--- src/rtl/bus_interconnect.sv ---
// Data-port interconnect: decodes the core's OBI-style requests onto NUM_SLV slave slots,
// with per-slot handshaking, unmapped-address errors, response timeout and an error counter.
module bus_interconnect #(
    parameter int NUM_SLV     = 7,
    parameter int ADDR_W      = 14,
    parameter int SEL_LSB     = 6,
    parameter int SEL_W       = 3,
    parameter int TIMEOUT_CYC = 16
) (
    input  logic                    clk_i,
    input  logic                    rst_i,
    input  logic                    data_req_i,
    input  logic                    data_we_i,
    input  logic [3:0]              data_be_i,
    input  logic [ADDR_W-1:0]       data_addr_i,
    input  logic [31:0]             data_wdata_i,
    output logic                    data_gnt_o,
    output logic                    data_rvalid_o,
    output logic [31:0]             data_rdata_o,
    output logic                    data_err_o,
    output logic [7:0]              err_cnt_o,
    output logic [NUM_SLV-1:0]      slv_req_o,
    output logic                    slv_we_o,
    output logic [3:0]              slv_be_o,
    output logic [ADDR_W-2:0]       slv_addr_o,
    output logic [31:0]             slv_wdata_o,
    input  logic [NUM_SLV-1:0]      slv_gnt_i,
    input  logic [NUM_SLV-1:0]      slv_rvalid_i,
    input  logic [NUM_SLV*32-1:0]   slv_rdata_i
);

    localparam int SLOT_W = SEL_W + 1;
    localparam int CNT_W  = (TIMEOUT_CYC > 0) ? $clog2(TIMEOUT_CYC + 1) : 1;
    localparam logic [CNT_W-1:0] TO_LIMIT = CNT_W'(TIMEOUT_CYC);

    localparam logic [1:0] ST_IDLE = 2'd0;
    localparam logic [1:0] ST_WAIT = 2'd1;
    localparam logic [1:0] ST_ERR  = 2'd2;

    logic [1:0]         state_q, state_d;
    logic [SLOT_W-1:0]  sel_q, sel_d;
    logic [CNT_W-1:0]   cnt_q, cnt_d;
    logic               rvalid_q, rvalid_d;
    logic               err_q, err_d;
    logic [31:0]        rdata_q, rdata_d;
    logic [7:0]         err_cnt_q, err_cnt_d;

    logic [SLOT_W-1:0]  dec_slot;
    logic               mapped;
    logic [NUM_SLV-1:0] dec_onehot;
    logic               sel_rvalid;
    logic [31:0]        sel_rdata;
    logic               timeout_hit;

    assign slv_we_o    = data_we_i;
    assign slv_be_o    = data_be_i;
    assign slv_addr_o  = data_addr_i[ADDR_W-2:0];
    assign slv_wdata_o = data_wdata_i;

    assign data_rvalid_o = rvalid_q;
    assign data_err_o    = err_q;
    assign data_rdata_o  = rdata_q;
    assign err_cnt_o     = err_cnt_q;

    always_comb begin
        dec_slot = '0;
        if (data_addr_i[ADDR_W-1]) begin
            dec_slot = SLOT_W'(data_addr_i[SEL_LSB+SEL_W-1:SEL_LSB]) + SLOT_W'(1);
        end
        mapped     = int'(dec_slot) < NUM_SLV;
        dec_onehot = '0;
        sel_rvalid = 1'b0;
        sel_rdata  = '0;
        for (int k = 0; k < NUM_SLV; k++) begin
            dec_onehot[k] = (dec_slot == SLOT_W'(k));
            if (sel_q == SLOT_W'(k)) begin
                sel_rvalid = slv_rvalid_i[k];
                sel_rdata  = slv_rdata_i[32*k +: 32];
            end
        end
    end

    assign timeout_hit = (TIMEOUT_CYC != 0) && ((cnt_q + CNT_W'(1)) == TO_LIMIT);

    always_comb begin
        state_d    = state_q;
        sel_d      = sel_q;
        cnt_d      = cnt_q;
        rvalid_d   = 1'b0;
        err_d      = 1'b0;
        rdata_d    = rdata_q;
        err_cnt_d  = err_cnt_q;
        data_gnt_o = 1'b0;
        slv_req_o  = '0;
        case (state_q)
            ST_IDLE: begin
                if (mapped) begin
                    slv_req_o  = dec_onehot & {NUM_SLV{data_req_i}};
                    data_gnt_o = data_req_i & |(slv_gnt_i & dec_onehot);
                    if (data_gnt_o) begin
                        sel_d   = dec_slot;
                        cnt_d   = '0;
                        state_d = ST_WAIT;
                    end
                end else begin
                    // Unmapped: the error response is issued right away and shows up while in ERR.
                    data_gnt_o = data_req_i;
                    if (data_req_i) begin
                        rvalid_d = 1'b1;
                        err_d    = 1'b1;
                        rdata_d  = '0;
                        state_d  = ST_ERR;
                    end
                end
            end
            ST_WAIT: begin
                if (sel_rvalid) begin
                    rvalid_d = 1'b1;
                    rdata_d  = sel_rdata;
                    state_d  = ST_IDLE;
                end else if (timeout_hit) begin
                    rvalid_d = 1'b1;
                    err_d    = 1'b1;
                    rdata_d  = '0;
                    state_d  = ST_IDLE;
                end else if (TIMEOUT_CYC != 0) begin
                    cnt_d = cnt_q + CNT_W'(1);
                end
            end
            ST_ERR:  state_d = ST_IDLE;
            default: state_d = ST_IDLE;
        endcase
        if (err_d && (err_cnt_q != 8'hFF)) begin
            err_cnt_d = err_cnt_q + 8'd1;
        end
    end

    always_ff @(posedge clk_i) begin
        if (rst_i) begin
            state_q   <= ST_IDLE;
            sel_q     <= '0;
            cnt_q     <= '0;
            rvalid_q  <= 1'b0;
            err_q     <= 1'b0;
            rdata_q   <= '0;
            err_cnt_q <= '0;
        end else begin
            state_q   <= state_d;
            sel_q     <= sel_d;
            cnt_q     <= cnt_d;
            rvalid_q  <= rvalid_d;
            err_q     <= err_d;
            rdata_q   <= rdata_d;
            err_cnt_q <= err_cnt_d;
        end
    end

endmodule

--- config.mk ---
export PLATFORM = sky130hd
export DESIGN_NAME = bus_interconnect
export DESIGN_NICKNAME = d
export VERILOG_FILES = /design/src/rtl/bus_interconnect.sv
export SDC_FILE = /design/constraint.sdc
export NUM_CORES = 1
export LEC_CHECK = 0
export ABC_CLOCK_PERIOD_IN_PS = 3250
export BUFFER_PORTS_ARGS = -buffer_cell sky130_fd_sc_hd__buf_2
export CELL_PAD_IN_SITES_DETAIL_PLACEMENT = 2
export CELL_PAD_IN_SITES_GLOBAL_PLACEMENT = 2
export CORE_MARGIN = 2
export CORE_UTILIZATION = 20
export CTS_BUF_LIST = sky130_fd_sc_hd__clkbuf_16
export DETAILED_ROUTE_END_ITERATION = 10
export HOLD_SLACK_MARGIN = 0.06
export PLACE_DENSITY = 0.8
export SLEW_MARGIN = 20
export SYNTH_ARGS = -nofsm -noshare
export SYNTH_HDL_FRONTEND = slang
export SYNTH_SLANG_ARGS = --single-unit
--- constraint.sdc ---
create_clock -name clk_i -period 3.25 [get_ports clk_i]
set_clock_uncertainty 0.1 [all_clocks]
set_input_delay 0.65 -clock clk_i [delete_from_list [all_inputs] [get_ports clk_i]]
set_output_delay 0.65 -clock clk_i [all_outputs]
set_load 0.01 [all_outputs]
==> results.sh, run 1 <==
export IMPL_cts_root_buf="sky130_fd_sc_hd__clkbuf_16"
export IMPL_synth_seq_area_share_pct=22.79
export IMPL_synth_distinct_cells=58
export IMPL_synth_edf_count=0
export IMPL_fp_row_count=55
export IMPL_cp_arrival_ps=2410
export IMPL_gp_routability_congestion=0.7705
export IMPL_ir_drop_uv=176.4
export IMPL_yosys_warnings=0
export IMPL_crit_fanout=5
export IMPL_critical_path_class="input pin to output port"
export IMPL_slew_viol_final=0
export IMPL_critical_path_slowest_cell="sky130_fd_sc_hd__or4_1"
export IMPL_post_drt_antenna_nets=0
export IMPL_tritoncts_clock_tree="built"
export IMPL_wl_per_cell_um=19.75
export IMPL_fin_tns_setup_ps=0
export IMPL_dieHeight_um=156.6
export IMPL_setup_repair_after_global_routing_missed_its_margin="false"
export IMPL_io_pins=392
export IMPL_max_clock_path_buffers=2
export IMPL_reg2reg_from="sel_q[0]$_SDFFE_PP0P_"
export IMPL_postCtsHoldBufs=0
export IMPL_required_ps=2500
export IMPL_cp_top_family="simple AND/OR/NAND/NOR gates"
export IMPL_nets=1052
export IMPL_post_synthesis_cell_area_mm2=0.004656
export IMPL_m1WireLength_mm=8.413
export IMPL_buffer_ports_inserted=297
export IMPL_worst_slew_pin_slew_ps=522.4
export IMPL_grt_pass1_vias=5505
export IMPL_reg2reg_to="data_rdata_o[11]$_SDFFE_PP0P_"
export IMPL_setup_worst_path_start_class="input pin"
export IMPL_mappedNetlistNets=824
export IMPL_first_iter_violations=190
export IMPL_pwr_density_cell_mw_per_mm2=306.1
export IMPL_worst_slew_margin_rel_pct=64.88
export IMPL_timing_hold_worst_start="data_rdata_o[19]$_SDFFE_PP0P_"
export IMPL_global_route_wire_length_before_repair_mm=31.58
export IMPL_dp_hpwl_mm=17.33
export IMPL_min_delay_path_depth=2
export IMPL_cts_clk_slew_worst_paths_ps=80
export IMPL_async_reset_ff_share_pct=0
export IMPL_p_total_w=0.001933
export IMPL_maximum_number_of_pins_on_one_net_before_global_route_repair=34
export IMPL_routed_via_count=5120
export IMPL_timing_final_crit_period_ps=3158
export IMPL_clkLatencyLatePin_ps=300
export IMPL_area_delta_synth_final_pct=35.64
export IMPL_end_kind="output port"
export IMPL_die_w_um=156.6
export IMPL_hold_violations=0
export IMPL_reg2reg_slack_ps=960
export IMPL_synth_ff_type="sky130_fd_sc_hd__dfxtp_1"
export IMPL_dr_wl_met3_mm=1.074
export IMPL_maximum_level_of_the_cts_h_tree=2
export IMPL_dieArea_mm2=0.02452
export IMPL_status="finished, final reports clean"
export IMPL_synth_area_per_cell_um2=8.801
export IMPL_antennaDiodeCount=0
export IMPL_residual_drc=0
export IMPL_maxUsedRoutingLayer="met4"
export IMPL_track_usage_pct=16.78
export IMPL_setup_viol_count_final=0
export IMPL_synthesis_instances=529
export IMPL_synth_ff_latch_count=53
export IMPL_firstDrtPassIters=4
export IMPL_rr_worst_depth=7
export IMPL_cp_common_cell="sky130_fd_sc_hd__buf_2"
export IMPL_clock_sink_count=53
export IMPL_post_cts_setup_buffer_count=0
export IMPL_grt_remaining_overflow=0
export IMPL_number_of_antenna_violations_at_the_first_check_in_global_routing=0
export IMPL_crit_path_max_incr_delay_ps=440
export IMPL_cap_violations=0
export IMPL_route_final_wire_length_mm=21.15
export IMPL_hold_endpoint="data_rdata_o[19]$_SDFFE_PP0P_"
export IMPL_critical_path_cell_chain="buf_2 -> ha_1 -> xor2_1 -> a32o_1 -> and2_1 -> or4_1 -> nor2_1 -> buf_2"
export IMPL_finalCritPeriodShare_pct=97.16
export IMPL_initial_util_pct=20.44
export IMPL_cp_buffers_inverters=2
export IMPL_viasPerCell=4.781
export IMPL_hold_crit_class="flip-flop to flip-flop"
export IMPL_post_route_cells_drive_above_1_share_pct=49.08
export IMPL_cts_resized_gates=0
export IMPL_leakagePower_nw=2.621
export IMPL_cp_startpoint="data_addr_i[7]"
export IMPL_met2RoutedLength_mm=11.36
export IMPL_core_region_area_mm2=0.02278
export IMPL_achievable_frequency_ghz=0.3167
export IMPL_cts_made_buffers=5
## synthesized netlist by cell type, types with 4 or more instances
library cell	n	share of area, %
sky130_fd_sc_hd__nor2_1	19	1.5
sky130_fd_sc_hd__nand3_1	11	1.2
sky130_fd_sc_hd__nand2_1	48	3.9
sky130_fd_sc_hd__buf_6	4	0.97
sky130_fd_sc_hd__o32ai_1	33	6.2
sky130_fd_sc_hd__a22oi_1	31	5.0
sky130_fd_sc_hd__buf_4	50	8.1
sky130_fd_sc_hd__inv_1	38	3.1
sky130_fd_sc_hd__mux4_2	32	15
sky130_fd_sc_hd__mux2_1	6	1.5
sky130_fd_sc_hd__nand2b_1	10	1.3
sky130_fd_sc_hd__and2_1	6	0.81
sky130_fd_sc_hd__o21ai_0	38	4.1
sky130_fd_sc_hd__buf_2	11	1.2
sky130_fd_sc_hd__nor2b_1	8	1.1
sky130_fd_sc_hd__mux2i_1	33	7.1
sky130_fd_sc_hd__dfxtp_1	53	23
sky130_fd_sc_hd__a21oi_1	16	1.7
sky130_fd_sc_hd__and3_1	4	0.54
sky130_fd_sc_hd__clkbuf_1	23	1.9
## final cells by class
| class | instances | area [um2] |
|---|---|---|
| multi-input cells | 348 | 2905 |
| clock inverters | 3 | 65.06 |
| flip-flops and latches | 53 | 1069 |
| repair buffers | 311 | 1617 |
| well taps | 313 | 391.6 |
| clock buffers | 5 | 125.1 |
| fillers | 2715 | 16460 |
| inverters | 38 | 142.6 |
## placed cells by master, fill, tap and decap left out, drive strengths merged, types with 3 or more instances in the layout
master    n
mux2i    33
a21oi    16
mux4     32
buf     311
and3      4
nor3      3
a22oi    31
nor4      4
dfxtp    53
nand2b   10
a31oi     3
clkbuf    5
o21a      4
and2      6
nor2b     8
ha        3
nand2    48
mux2      6
o311ai    3
inv      38
nor2     19
nand3    12
o21ai    39
o32ai    35
## power by group
group          total [W]  switching [W]  internal (W)
Sequential      0.000684      0.0000183      0.000666
Combinational   0.000530       0.000260      0.000270
Clock           0.000719       0.000278      0.000441
Total            0.00193       0.000556       0.00138
## worst reg2reg max path, cell delays in order, from the launching register on
cell and delay (ps):
sky130_fd_sc_hd__dfxtp_4 610, sky130_fd_sc_hd__or3b_1 190, sky130_fd_sc_hd__a21oi_1 70, sky130_fd_sc_hd__a31oi_2 360
sky130_fd_sc_hd__o21bai_2 160, sky130_fd_sc_hd__o21a_2 250, sky130_fd_sc_hd__buf_12 180, sky130_fd_sc_hd__o32ai_1 260
## flip-flops by register name, indices dropped and copies added, names as in the netlist
name,cells
state_q,2
data_err_o,1
data_rvalid_o,1
sel_q,4
err_cnt_o,8
data_rdata_o,32
cnt_q,5
## routing by layer
metal	global-route usage, %	vias up
met3	3.462	26
met4	3.626	0
li1	-	2375
met5	0	-
met1	20.20	2553
met2	30.65	166
## cell families (layout without fill, tap and decap cells)
logic type / count (synthesis) / after routing / share of synthesized area (%)
AND/OR/NAND/NOR: 129 / 129 / 14.40
XOR/XNOR: 1 / 1 / 0.1882
multiplexers: 71 / 71 / 24.03
flip-flops: 53 / 53 / 22.79
buffers and inverters: 128 / 357 / 15.29
adder cells (fa/ha/maj): 3 / 3 / 0.8063
AO/OA/AOI/OAI: 144 / 144 / 22.49
## metrics by stage
| step | hold slack (ps) | instances | area (um2) | setup WS [ps] | utilization, % |
|---|---|---|---|---|---|
| 3_3_place_gp | 360.3 | 1063 | 6125 | 161.8 | 26.89 |
| 2_1_floorplan | 377.8 | 529 | 4656 | 389.7 | - |
| 6_report | 379.0 | 1071 | 6315 | 92.26 | 27.72 |
| 3_5_place_dp | 368.2 | 1063 | 6125 | 108.7 | 26.89 |
| 5_1_grt | 398.4 | 1071 | 6315 | 0.01954 | 27.72 |
| 4_1_cts | 381.2 | 1071 | 6315 | 98.44 | 27.72 |
## worst max path at each step
| stage | to | slack, ps | cells past startpoint |
|---|---|---|---|
| after floorplan | slv_req_o[2] | 390 | 6 |
| after global placement | slv_req_o[6] | 160 | 8 |
| after detailed placement | slv_req_o[6] | 110 | 8 |
| after CTS | slv_req_o[6] | 100 | 8 |
| after global routing | slv_req_o[2] | 0.02 | 8 |
| final | slv_req_o[6] | 90 | 8 |
No activity file was read; power rests on OpenSTA's default activity.
==> run 2: changes to the inputs <==
--- a/config.mk
+++ b/config.mk
@@ -5,16 +5,16 @@
 export SDC_FILE = /design/constraint.sdc
 export NUM_CORES = 1
 export LEC_CHECK = 0
-export ABC_CLOCK_PERIOD_IN_PS = 3250
+export ABC_CLOCK_PERIOD_IN_PS = 3900
 export BUFFER_PORTS_ARGS = -buffer_cell sky130_fd_sc_hd__buf_2
 export CELL_PAD_IN_SITES_DETAIL_PLACEMENT = 2
 export CELL_PAD_IN_SITES_GLOBAL_PLACEMENT = 2
 export CORE_MARGIN = 2
-export CORE_UTILIZATION = 20
+export CORE_UTILIZATION = 21
 export CTS_BUF_LIST = sky130_fd_sc_hd__clkbuf_16
 export DETAILED_ROUTE_END_ITERATION = 10
 export HOLD_SLACK_MARGIN = 0.06
-export PLACE_DENSITY = 0.8
+export PLACE_DENSITY = 0.83
 export SLEW_MARGIN = 20
 export SYNTH_ARGS = -nofsm -noshare
 export SYNTH_HDL_FRONTEND = slang
==> constraint.sdc (replaced) <==
create_clock -name clk_i -period 3.9 [get_ports clk_i]
set_clock_uncertainty 0.1 [all_clocks]
set_input_delay 0.78 -clock clk_i [delete_from_list [all_inputs] [get_ports clk_i]]
set_output_delay 0.78 -clock clk_i [all_outputs]
set_load 0.01 [all_outputs]
==> run 2 against run 1 <==
Compared with the run above:
- first-iteration DRC count is 27% higher
- sequential power is 16% lower
- clock power is 37% lower
- non-clock buffer count is 7 lower
- critical path depth stayed put
- via count is 0.41% lower
- clock-buffer cell count stayed put
- worst setup slack better by 250 ps
- critical path type unchanged
- critical endpoint unchanged
- largest cell class unchanged
==> results.sh, run 2 (same netlist as run 1, synthesis figures left out) <==
export IMPL_finalCritPeriodShare_pct=91.17
export IMPL_residual_drc=0
export IMPL_dp_hpwl_mm=17.12
export IMPL_end_kind="output port"
export IMPL_gp_routability_congestion=0.7685
export IMPL_timing_final_crit_period_ps=3556
export IMPL_cp_arrival_ps=2680
export IMPL_cts_root_buf="sky130_fd_sc_hd__clkbuf_16"
export IMPL_reg2reg_slack_ps=980
export IMPL_cap_violations=0
export IMPL_wl_per_cell_um=20.76
export IMPL_routed_via_count=5099
export IMPL_grt_remaining_overflow=0
export IMPL_max_clock_path_buffers=2
export IMPL_setup_worst_path_start_class="input pin"
export IMPL_buffer_ports_inserted=297
export IMPL_io_pins=392
export IMPL_postCtsHoldBufs=0
export IMPL_leakagePower_nw=2.557
export IMPL_clkLatencyLatePin_ps=300
export IMPL_timing_hold_worst_start="data_rdata_o[5]$_SDFFE_PP0P_"
export IMPL_die_w_um=152.9
export IMPL_initial_util_pct=21.33
export IMPL_cts_made_buffers=5
export IMPL_setup_viol_count_final=0
export IMPL_most_common_cell_after_layout_fill_and_taps_aside="sky130_fd_sc_hd__buf_2"
export IMPL_achievable_frequency_ghz=0.2812
export IMPL_track_usage_pct=17.60
export IMPL_finish_utilization_pct=28.21
export IMPL_hold_crit_class="flip-flop to flip-flop"
export IMPL_swShare_pct=30.97
export IMPL_tritoncts_clock_tree="built"
export IMPL_grt_pass1_vias=5530
export IMPL_clock_sink_count=53
export IMPL_dieHeight_um=152.9
export IMPL_post_cts_setup_buffer_count=0
export IMPL_worst_slew_margin_rel_pct=31.42
export IMPL_dieArea_mm2=0.02338
export IMPL_area_delta_synth_final_pct=32.22
export IMPL_intPower_w=0.001009
export IMPL_clock_power_share_pct=30.9
export IMPL_setup_repair_after_global_routing_missed_its_margin="false"
export IMPL_power_combinational_fraction_pct=29.6
export IMPL_total_area_of_multi_input_combinational_cells_mm2=0.002905
export IMPL_worst_slew_pin_slew_ps=1026
export IMPL_fin_tns_setup_ps=0
export IMPL_viasPerCell=4.946
export IMPL_status="finished, final reports clean"
export IMPL_power_net_switching_w=0.0004527
export IMPL_crit_fanout=14
export IMPL_pwr_density_cell_mw_per_mm2=237.5
export IMPL_route_final_wire_length_mm=21.41
export IMPL_post_route_cells_drive_above_1_share_pct=48.34
export IMPL_largest_register_ffs=32
export IMPL_core_region_area_mm2=0.02182
export IMPL_ir_drop_uv=120.4
export IMPL_maximum_number_of_pins_on_one_net_before_global_route_repair=54
export IMPL_post_drt_antenna_nets=0
export IMPL_hold_violations=0
export IMPL_maximum_level_of_the_cts_h_tree=2
export IMPL_critical_path_class="input pin to output port"
export IMPL_number_of_antenna_violations_at_the_first_check_in_global_routing=0
export IMPL_slew_viol_final=0
export IMPL_antennaDiodeCount=0
export IMPL_firstDrtPassIters=4
export IMPL_seq_power_share_pct=39.5
export IMPL_global_route_wire_length_before_repair_mm=32.29
export IMPL_cts_clk_slew_worst_paths_ps=70
export IMPL_fp_row_count=54
export IMPL_required_ps=3020
export IMPL_nets=1045
export IMPL_layout_cells_most_common_list="297 x sky130_fd_sc_hd__buf_2, 51 x sky130_fd_sc_hd__dfxtp_1, 48 x sky130_fd_sc_hd__nand2_1"
export IMPL_cts_resized_gates=0
export IMPL_cp_startpoint="data_addr_i[6]"
export IMPL_ff_latch_area_mm2=0.001069
export IMPL_reg2reg_from="sel_q[1]$_SDFFE_PP0P_"
export IMPL_layout_filler_cells=2568
export IMPL_first_iter_violations=242
## run 2: changes by cell type in the layout (fill, tap and decap cells not counted)
| cell | delta |
|---|---|
| sky130_fd_sc_hd__buf_4 | -6 |
| sky130_fd_sc_hd__bufinv_16 | -2 |
| sky130_fd_sc_hd__clkinv_1 | +2 |
| sky130_fd_sc_hd__buf_12 | -1 |
## run 2: power groups by stage
stage          clock (W)  sequential (W)  combinational [W]
2_1_floorplan          0        0.000583           0.000279
3_3_place_gp           0        0.000590           0.000423
3_5_place_dp           0        0.000591           0.000436
4_1_cts         0.000476        0.000578           0.000438
5_1_grt         0.000495        0.000581           0.000476
6_report        0.000451        0.000577           0.000433
## run 2: path summary, 6_finish.rpt
check | to | depth (start not counted)
setup / recovery | slv_req_o[6] | 8
hold / removal | data_rdata_o[5]$_SDFFE_PP0P_ | 2
setup reg to reg | data_rdata_o[8]$_SDFFE_PP0P_ | 7
hold reg to reg | data_rdata_o[5]$_SDFFE_PP0P_ | 2
## run 2: layout make-up
cell class	instances	area share [%]
clock buffers	5	2.033
clock inverters	3	0.2033
inverters	38	2.317
multi-input cells	348	47.20
flip-flops and latches	53	17.36
well taps	280	5.691
repair buffers	304	25.20
## run 2: critical path, cell delays in order
cell and delay (ps):
sky130_fd_sc_hd__buf_2 180, sky130_fd_sc_hd__ha_1 280, sky130_fd_sc_hd__xor2_1 210, sky130_fd_sc_hd__a32o_1 320, sky130_fd_sc_hd__and2_1 200, sky130_fd_sc_hd__or4_1 450
sky130_fd_sc_hd__nor2_1 110, sky130_fd_sc_hd__buf_2 140
## run 2: per-stage QoR
stage          hold WS [ps]  area, um2  cells  power (W)  setup slack (ps)
2_1_floorplan         377.8       4656    529  0.0008620             779.7
3_3_place_gp          359.1       6018   1023   0.001012             424.8
3_5_place_dp          365.3       6018   1023   0.001027             356.5
4_1_cts               376.0       6156   1031   0.001492             341.3
5_1_grt               390.4       6156   1031   0.001552             172.3
6_report              377.0       6156   1031   0.001462             344.2
## run 2: layer usage
metal	up-vias	global-route usage, %	wire length [um]
met5	-	0	0
met4	0	4.850	491
met3	33	4.225	1187
met2	183	31.54	11010
met1	2519	20.97	8716
li1	2364	-	-
==> run 3: changes to the inputs <==
--- a/config.mk
+++ b/config.mk
@@ -15,6 +15,7 @@
 export DETAILED_ROUTE_END_ITERATION = 10
 export HOLD_SLACK_MARGIN = 0.06
 export PLACE_DENSITY = 0.83
+export RECOVER_POWER = 25
 export SLEW_MARGIN = 20
 export SYNTH_ARGS = -nofsm -noshare
 export SYNTH_HDL_FRONTEND = slang
==> run 3 against run 2 <==
Compared with the run above:
- critical path depth unchanged
- global-route usage is the same
- combinational power about the same
- final area hardly changed
- sequential power is essentially flat
- die area is the same
- utilization hardly changed
- via count unchanged
- routed wire length hardly changed
- critical path type unchanged
- critical endpoint unchanged
- largest power group unchanged
==> results.sh, run 3 (same netlist as run 1, synthesis figures left out) <==
export IMPL_status="finished, final reports clean"
export IMPL_setup_worst_path_start_class="input pin"
export IMPL_ir_drop_uv=120.4
export IMPL_track_usage_pct=17.60
export IMPL_io_pins=392
export IMPL_first_iter_violations=242
export IMPL_maximum_number_of_pins_on_one_net_before_global_route_repair=54
export IMPL_cp_startpoint="data_addr_i[6]"
export IMPL_initial_util_pct=21.33
export IMPL_critical_path_class="input pin to output port"
export IMPL_layout_filler_cells=2570
export IMPL_finalCritPeriodShare_pct=91.17
export IMPL_residual_drc=0
export IMPL_area_delta_synth_final_pct=32.17
export IMPL_cts_made_buffers=5
export IMPL_hold_violations=0
export IMPL_routed_via_count=5099
export IMPL_layout_cells_most_common_list="295 x sky130_fd_sc_hd__buf_2, 51 x sky130_fd_sc_hd__dfxtp_1, 48 x sky130_fd_sc_hd__nand2_1"
export IMPL_post_route_cells_drive_above_1_share_pct=48.07
export IMPL_required_ps=3020
export IMPL_timing_hold_worst_start="data_rdata_o[5]$_SDFFE_PP0P_"
export IMPL_critical_path_cell_chain="buf_2 -> ha_1 -> xor2_1 -> a32o_1 -> and2_1 -> or4_1 -> nor2_1 -> buf_2"
export IMPL_swShare_pct=30.97
export IMPL_setup_repair_after_global_routing_missed_its_margin="false"
export IMPL_power_combinational_fraction_pct=29.6
export IMPL_leakagePower_nw=2.549
export IMPL_cp_buffers_inverters=2
export IMPL_end_kind="output port"
export IMPL_clock_power_share_pct=30.9
export IMPL_wl_per_cell_um=20.77
export IMPL_firstDrtPassIters=4
export IMPL_critical_path_slowest_cell="sky130_fd_sc_hd__or4_1"
export IMPL_clkLatencyLatePin_ps=300
export IMPL_tritoncts_clock_tree="built"
export IMPL_setup_viol_count_final=0
export IMPL_maximum_level_of_the_cts_h_tree=2
export IMPL_largest_register_ffs=32
export IMPL_dieHeight_um=152.9
export IMPL_max_clock_path_buffers=2
export IMPL_post_drt_antenna_nets=0
export IMPL_global_route_wire_length_before_repair_mm=32.29
export IMPL_timing_final_crit_period_ps=3556
export IMPL_grt_pass1_vias=5530
export IMPL_place_detailed_instances=1023
export IMPL_seq_power_share_pct=39.5
export IMPL_pwr_density_cell_mw_per_mm2=237.6
export IMPL_crit_path_max_incr_delay_ps=450
export IMPL_final_std_cells_w_o_fill=1031
export IMPL_cp_common_cell="sky130_fd_sc_hd__buf_2"
export IMPL_fin_tns_setup_ps=0
export IMPL_cts_resized_gates=0
export IMPL_gp_routability_congestion=0.7685
export IMPL_route_final_wire_length_mm=21.41
export IMPL_power_net_switching_w=0.0004527
export IMPL_die_w_um=152.9
export IMPL_cts_root_buf="sky130_fd_sc_hd__clkbuf_16"
export IMPL_worst_slew_margin_rel_pct=31.42
export IMPL_most_common_cell_after_layout_fill_and_taps_aside="sky130_fd_sc_hd__buf_2"
export IMPL_achievable_frequency_ghz=0.2812
export IMPL_worst_slew_pin_slew_ps=1026
export IMPL_intPower_w=0.001009
export IMPL_nets=1045
export IMPL_fp_row_count=54
export IMPL_buffer_ports_inserted=297
export IMPL_cp_arrival_ps=2680
export IMPL_post_cts_setup_buffer_count=0
export IMPL_antennaDiodeCount=0
export IMPL_dp_hpwl_mm=17.12
export IMPL_number_of_antenna_violations_at_the_first_check_in_global_routing=0
export IMPL_dieArea_mm2=0.02338
export IMPL_viasPerCell=4.946
export IMPL_finalInstanceArea_mm2=0.006153
export IMPL_reg2reg_from="sel_q[1]$_SDFFE_PP0P_"
export IMPL_dpl_instance_area_mm2=0.006018
export IMPL_slew_viol_final=0
export IMPL_hold_crit_class="flip-flop to flip-flop"
export IMPL_core_region_area_mm2=0.02182
export IMPL_crit_fanout=14
export IMPL_grt_remaining_overflow=0
export IMPL_clock_sink_count=53
export IMPL_cp_top_family="simple AND/OR/NAND/NOR gates"
export IMPL_cts_clk_slew_worst_paths_ps=70
export IMPL_cap_violations=0
export IMPL_postCtsHoldBufs=0
## run 3: routing by layer
| layer | share of wire (%) | vias to the layer above | global-route usage, % | wire length, um |
|---|---|---|---|---|
| li1 | - | 2364 | - | - |
| met1 | 41 | 2519 | 20.97 | 8718 |
| met2 | 51 | 183 | 31.54 | 11010 |
| met3 | 5.5 | 33 | 4.225 | 1188 |
| met4 | 2.3 | 0 | 4.850 | 491 |
| met5 | 0 | - | 0 | 0 |
## run 3: per-stage QoR
step	hold slack [ps]	setup WS [ps]	total power, W	util (%)
2_1_floorplan	377.8	779.7	0.0008620	-
3_3_place_gp	359.1	424.8	0.001012	27.58
3_5_place_dp	365.3	356.5	0.001027	27.58
4_1_cts	376.0	341.3	0.001492	28.21
5_1_grt	390.4	172.3	0.001552	28.20
6_report	377.0	344.2	0.001462	28.20
## run 3: cell type report
cell class	count	area (um2)	area share, %
repair buffers	304	1549	25.17
multi-input cells	348	2905	47.21
clock buffers	5	125.1	2.033
flip-flops and latches	53	1069	17.36
inverters	38	142.6	2.318
well taps	280	350.3	5.693
clock inverters	3	12.51	0.2033
## run 3: path summary, 6_finish.rpt
kind | to | slack, ps | cells past startpoint
hold reg to reg | data_rdata_o[5]$_SDFFE_PP0P_ | 380 | 2
setup reg to reg | data_rdata_o[8]$_SDFFE_PP0P_ | 980 | 7
setup / recovery | slv_req_o[6] | 340 | 8
hold / removal | data_rdata_o[5]$_SDFFE_PP0P_ | 380 | 2
## run 3: worst min-delay path: stages (launching register included)
cell and delay, ps:
sky130_fd_sc_hd__dfxtp_1 310, sky130_fd_sc_hd__inv_1 50, sky130_fd_sc_hd__o32ai_1 70
## run 3: power by group through the flow
stage,Combinational (W),Clock (W),Sequential (W)
2_1_floorplan,0.000279,0,0.000583
3_3_place_gp,0.000423,0,0.000590
3_5_place_dp,0.000436,0,0.000591
4_1_cts,0.000438,0.000476,0.000578
5_1_grt,0.000476,0.000495,0.000581
6_report,0.000433,0.000451,0.000578
